## src/rtl/mips_pkg.sv

```systemverilog
// Shared definitions for the MIPS core: mult/div latencies, register-zero constant and
// the mult/div kind encoding.
package mips_pkg;

   localparam int unsigned MULT_LAT_DEF = 5;
   localparam int unsigned DIV_LAT_DEF  = 10;

   localparam logic [4:0] REG_ZERO = 5'd0;

   typedef enum logic {
      MD_MULT = 1'b0,
      MD_DIV  = 1'b1
   } md_kind_e;

   typedef enum logic {
      MdIdle = 1'b0,
      MdBusy = 1'b1
   } md_state_e;

endpackage

```

## src/rtl/md_tracker.sv

```systemverilog
// Busy tracking for the multi-cycle mult/div unit: a down-counter loaded with the
// operation latency on an accepted start.
module md_tracker
   import mips_pkg::*;
#(
   parameter int unsigned MULT_LAT = MULT_LAT_DEF,
   parameter int unsigned DIV_LAT  = DIV_LAT_DEF
) (
   input  logic clk,
   input  logic rst_n,
   input  logic start_i,
   input  logic kind_i,
   output logic busy_o
);

   localparam int unsigned MaxLat = (MULT_LAT > DIV_LAT) ? MULT_LAT : DIV_LAT;
   localparam int unsigned CW     = $clog2(MaxLat + 1);

   logic [CW-1:0] cnt_q, cnt_d;
   md_state_e     state;

   // The state is the counter itself: non-zero means the unit is occupied.
   assign state = (cnt_q != '0) ? MdBusy : MdIdle;

   always_comb begin
      cnt_d = cnt_q;
      unique case (state)
         MdIdle: begin
            if (start_i) begin
               cnt_d = (md_kind_e'(kind_i) == MD_DIV) ? CW'(DIV_LAT) : CW'(MULT_LAT);
            end
         end
         MdBusy: cnt_d = cnt_q - CW'(1);
      endcase
   end

   always_ff @(posedge clk or negedge rst_n) begin
      if (!rst_n) begin
         cnt_q <= '0;
      end else begin
         cnt_q <= cnt_d;
      end
   end

   assign busy_o = (state == MdBusy);

endmodule

```

## src/rtl/hazard_ctrl.sv

```systemverilog
// Pipeline hazard controller: freezes IF/ID and bubbles EX on load-use, branch-compare
// and HI/LO hazards; also counts stalled cycles for performance debug.
module hazard_ctrl
   import mips_pkg::*;
#(
   parameter int unsigned MULT_LAT = MULT_LAT_DEF,
   parameter int unsigned DIV_LAT  = DIV_LAT_DEF,
   parameter int unsigned CNT_W    = 16
) (
   input  logic             clk,
   input  logic             rst_n,
   input  logic [4:0]       rsD,
   input  logic [4:0]       rtD,
   input  logic             rs_useD,
   input  logic             rt_useD,
   input  logic             br_useD,
   input  logic             md_startD,
   input  logic             md_kindD,
   input  logic             md_useD,
   input  logic             regwriteE,
   input  logic             memreadE,
   input  logic [4:0]       writeregE,
   input  logic             regwriteM,
   input  logic             memtoregM,
   input  logic [4:0]       writeregM,
   output logic             stallF,
   output logic             stallD,
   output logic             flushE,
   output logic             md_busy,
   output logic [CNT_W-1:0] stall_cnt
);

   logic e_valid, m_valid;
   logic lw_stall, br_stall, md_stall, stall;
   logic br_hit_e, br_hit_m;
   logic busy;
   logic [CNT_W-1:0] stall_cnt_q, stall_cnt_d;
   logic unused_regwrite_m;

   // Loads are already covered by memtoregM; a plain MEM-stage write is forwarded.
   assign unused_regwrite_m = regwriteM;

   assign e_valid = (writeregE != REG_ZERO);
   assign m_valid = (writeregM != REG_ZERO);

   assign lw_stall = memreadE & e_valid &
                     ((rs_useD & (rsD == writeregE)) | (rt_useD & (rtD == writeregE)));

   assign br_hit_e = regwriteE & e_valid & ((rsD == writeregE) | (rtD == writeregE));
   assign br_hit_m = memtoregM & m_valid & ((rsD == writeregM) | (rtD == writeregM));
   assign br_stall = br_useD & (br_hit_e | br_hit_m);

   assign md_stall = md_useD & busy;

   // Outputs are held low while reset is asserted, whatever the inputs are doing.
   assign stall = rst_n & (lw_stall | br_stall | md_stall);

   md_tracker #(
      .MULT_LAT (MULT_LAT),
      .DIV_LAT  (DIV_LAT)
   ) u_md_tracker (
      .clk     (clk),
      .rst_n   (rst_n),
      .start_i (md_startD & ~stall),
      .kind_i  (md_kindD),
      .busy_o  (busy)
   );

   always_comb begin
      stall_cnt_d = stall_cnt_q;
      if (stall && (stall_cnt_q != '1)) begin
         stall_cnt_d = stall_cnt_q + CNT_W'(1);
      end
   end

   always_ff @(posedge clk or negedge rst_n) begin
      if (!rst_n) begin
         stall_cnt_q <= '0;
      end else begin
         stall_cnt_q <= stall_cnt_d;
      end
   end

   assign stallF    = stall;
   assign stallD    = stall;
   assign flushE    = stall;
   assign md_busy   = busy;
   assign stall_cnt = stall_cnt_q;

endmodule
```

## config.mk

```make
export PLATFORM = sky130hd
export DESIGN_NAME = hazard_ctrl
export DESIGN_NICKNAME = d
export VERILOG_FILES = /design/src/rtl/mips_pkg.sv /design/src/rtl/md_tracker.sv /design/src/rtl/hazard_ctrl.sv
export SDC_FILE = /design/constraint.sdc
export NUM_CORES = 1
export LEC_CHECK = 0
export BUFFER_PORTS_ARGS = -buffer_cell sky130_fd_sc_hd__clkbuf_2
export CORE_AREA = 2 2 57 59
export CTS_CLUSTER_SIZE = 8
export DETAILED_ROUTE_END_ITERATION = 10
export DIE_AREA = 0 0 59 61
export GPL_TIMING_DRIVEN = 0
export HOLD_SLACK_MARGIN = 0.12
export PLACE_DENSITY = 0.86
export SLEW_MARGIN = 5
export SYNTH_ARGS = -nofsm -noshare
export SYNTH_HDL_FRONTEND = slang
export SYNTH_SLANG_ARGS = --single-unit
```

## constraint.sdc

```tcl
create_clock -name clk -period 2.7 [get_ports clk]
set_input_delay 0.27 -clock clk [delete_from_list [all_inputs] [get_ports clk]]
set_output_delay 0.27 -clock clk [all_outputs]
set_load 0.02 [all_outputs]
```

==> results.yml <==
place:
  port_buffers: 50
  dp.final_hpwl_um: 2370
  finalWeightedCongestion: 0.849
  place_ws_ns: 0.494
  placedInstanceArea_um2: 1640
  dpl.cell_count: 224
sta:
  unrepaired_setup_endpoints_after_global_routing: "no"
  finalHoldViolCount: 0
  finalWorstPathRequiredPeriod_ns: 2.35
  worstMarginPinSlew_ns: 0.501
  finalMaxSlewViolations: 0
  finClkSkew_ns: 0.0108
  max_clock_freq_mhz: 425
  setup-violations-final: 0
  post-route-period-util_pct: 87.2
  final.setup.tns_ns: 0
  timing.slew.headroom_pct: 66.6
  final.setup.worst_slack_ns: 0.346
power:
  power-per-cell-area_nw_per_um2: 681
  worst_supply_voltage_drop_on_vdd_v: 0.000455
  total_leakage_power_nw: 0.810
logic_synthesis:
  synth_flop_cell: "sky130_fd_sc_hd__dfrtp_1"
  synth_seq_cells: 20
  synth.cell_area_um2: 1350
  synth_top_area_share_pct: 37.0
  ys_top_cells_by_count: "34 x sky130_fd_sc_hd__xnor2_1, 20 x sky130_fd_sc_hd__dfrtp_1, 15 x sky130_fd_sc_hd__nand2_1"
  synthDominantAreaCellType: "sky130_fd_sc_hd__dfrtp_1"
  syn_inst: 141
  yosysUniqueCellTypes: 34
  synthesis.area_per_instance_um2: 9.58
  yosys-top-cells-area: "sky130_fd_sc_hd__dfrtp_1 37%, sky130_fd_sc_hd__xnor2_1 22%, sky130_fd_sc_hd__nand2_1 4.2%"
  yosys_warnings: 0
  synth_edf_count: 0
  synth_fp_nets: 175
  yosysSeqAreaShare_pct: 37.0
  ys_async_sr_fraction_pct: 100
  synthMostInstantiatedCell: "sky130_fd_sc_hd__xnor2_1"
critical_path:
  timing.critical_path.fanout_max: 6
  r2r_end: "stall_cnt[8]"
  cp-start-kind: "flip-flop"
  cp_data_arrival_time_ns: 2.08
  critical-path-max-stage-delay_ns: 0.42
  path_buf_inv: 3
  timing.rr.start: "u_md_tracker.cnt_q[0]"
  cp_top_family: "flip-flops"
  path_cells: "inv_1 > ha_1 > nand3_1 > nand2_1 > a31oi_2 > buf_4 > clkbuf_2"
  reg2reg_depth: 8
  cp.required_ns: 2.43
  worst_setup_path_end_kind: "output pin"
  ff2ff_setup_slack_ns: 0.47
  class_of_the_most_critical_setup_path: "flip-flop to output pin"
  cp_slowest_cell: "sky130_fd_sc_hd__dfrtp_1"
clock_tree:
  cts-buffers-inserted: 3
  clock-sinks: 20
  cts_clock_pin_slew_for_the_worst_setup_and_hold_paths_ns: 0.12
  tritoncts_clock_tree: "done"
  clockBufferDepth: 2
  post-cts-setup-buffer-count: 0
  htree_num_levels: 1
  cts-root-buf: "sky130_fd_sc_hd__clkbuf_4"
  clock_latency_ns: 0.30
cells_and_area:
  post-route-util_pct: 58.0
  finish.cell_count_without_fillers: 229
  multi_input_area_um2: 808
  fillers: 266
  fraction_of_layout_cells_with_a_size_suffix_above_1_pct: 33.2
  sequential_cell_area_um2: 500
  final_area_um2: 1710
  diode_count: 0
  finish.net_count: 231
  area.growth.synth_to_final_pct: 26.7
floorplan:
  die_y_um: 61
  die_area_um2: 3600
  die_span_x_um: 59
  io_pins: 52
  core_area_um2: 2950
  row_count: 20
  initial_cell_density_of_the_core_pct: 45.8
global_routing:
  first_global_vias: 1134
  grt_pass1_wl_um: 4860
  global_route.usage.total_pct: 17.6
  grt_max_degree: 22
  number_of_antenna_violations_at_the_first_check_in_global_routing: 0
  total_grt_overflow: 0
route:
  wire_length_per_cell_after_detailed_routing_um: 12.3
  first_iter_violations: 28
  detailedRoute.firstPassIterationCount: 4
  drtAntennaViolNets: 0
  detail_route.vias_per_cell: 5.14
  vias: 1177
  detail_route.drc_violations: 0
  drt_wl_total_um: 2810
run_status:
  outcome: "finished, final reports clean"
hold_path:
  min_from: "md_kindD"
  hold_end: "u_md_tracker.cnt_q[3]"
  hold_depth: 3
  worstHoldPathType: "primary input to flip-flop"
flow_run:
  drv_cap: 0
[stage by stage]
stage	power, mW	hold WS, ns
after detailed placement	0.935	0.263
after CTS	1.18	0.251
final	1.17	0.252
after global placement	0.914	0.260
after floorplan	0.779	-0.0256
after global routing	1.26	0.276
[report_power, final]
part	leakage [nW]	internal, mW	total [mW]	switching [mW]
clock network	0.0279	0.150	0.242	0.0917
registers	0.263	0.371	0.447	0.0755
logic	0.519	0.210	0.477	0.267
[per-layer routing]
| layer | vias up | global-route usage, % | wire length [um] |
|---|---|---|---|
| met3 | 0 | 4.69 | 101 |
| met2 | 21 | 30.2 | 1410 |
| met5 | - | 0 | 0 |
| met4 | 0 | 2.60 | 0 |
| li1 | 606 | - | - |
| met1 | 550 | 23.0 | 1300 |
[worst max path at each step]
stage / from / end / slack, ns / cells after the start
floorplan: u_md_tracker.cnt_q[0] / stallD / 0.45 / 6
global placement: stall_cnt[0] / stall_cnt[8] / 0.53 / 9
detailed placement: u_md_tracker.cnt_q[0] / stall_cnt[8] / 0.49 / 8
CTS: u_md_tracker.cnt_q[0] / stallF / 0.20 / 7
global route: u_md_tracker.cnt_q[0] / stallF / 0.11 / 7
finish: u_md_tracker.cnt_q[0] / stallF / 0.35 / 7
[cells in the final DEF (no fill, tap or decap), drive strengths merged]
cell and count:
inv 5, a21oi 3, o22ai 2, mux2 1, xnor2 34, clkbuf 54, o211a 2, o221ai 1
nor2 6, a32oi 1, xor2 2, nor4 1, ha 2, and2 3, nand2 15, buf 3
bufinv 1, o311a 1, nand2b 1, dlygate4sd3 1, a22oi 1, or2 1, nand3 11, nor3 3
o31a 1, nand4 8, and3 4, nor3b 1, dfrtp 20, a31oi 2, mux2i 2, or3 2
a311oi 1
[area by class of cell]
| type | instances | share of cell area, % |
|---|---|---|
| clock buffers | 3 | 1.32 |
| repair buffers | 51 | 15.2 |
| plain buffers | 4 | 1.75 |
| flip-flops and latches | 20 | 29.2 |
| well taps | 33 | 2.41 |
| inverters | 5 | 1.10 |
| clock inverters | 1 | 1.75 |
| multi-input cells | 112 | 47.2 |
[tightest hold or removal path: cells and delay by family]
family | cells | cell delay, ns
AOI/OAI and AO/OA | 1 | 0.07
and+or+nand+nor | 1 | 0.07
buffers and inverters | 1 | 0.11
[registers in the layout, indices dropped and copies added, names as in the netlist]
signal,flops
u_md_tracker.cnt_q,4
stall_cnt,16
[cell families (layout without fill, tap and decap cells)]
logic type / count (synthesis) / in the layout / synth area share (%)
AO/OA/AOI/OAI: 15 / 15 / 10.3
AND/OR/NAND/NOR: 56 / 56 / 21.6
XOR/XNOR: 36 / 36 / 23.3
buffers and inverters: 9 / 64 / 3.61
flip-flops: 20 / 20 / 37.0
multiplexers: 3 / 3 / 2.31
adder cells (fa/ha/maj): 2 / 2 / 1.85
[repair_timing]
item,in CTS,in global routing
endpoints found under the setup margin,0,2
resized for setup,0,1
hold buffers,1,0
endpoints found under the hold margin,20,0
Note: power is estimated with default switching activity, not from simulation.
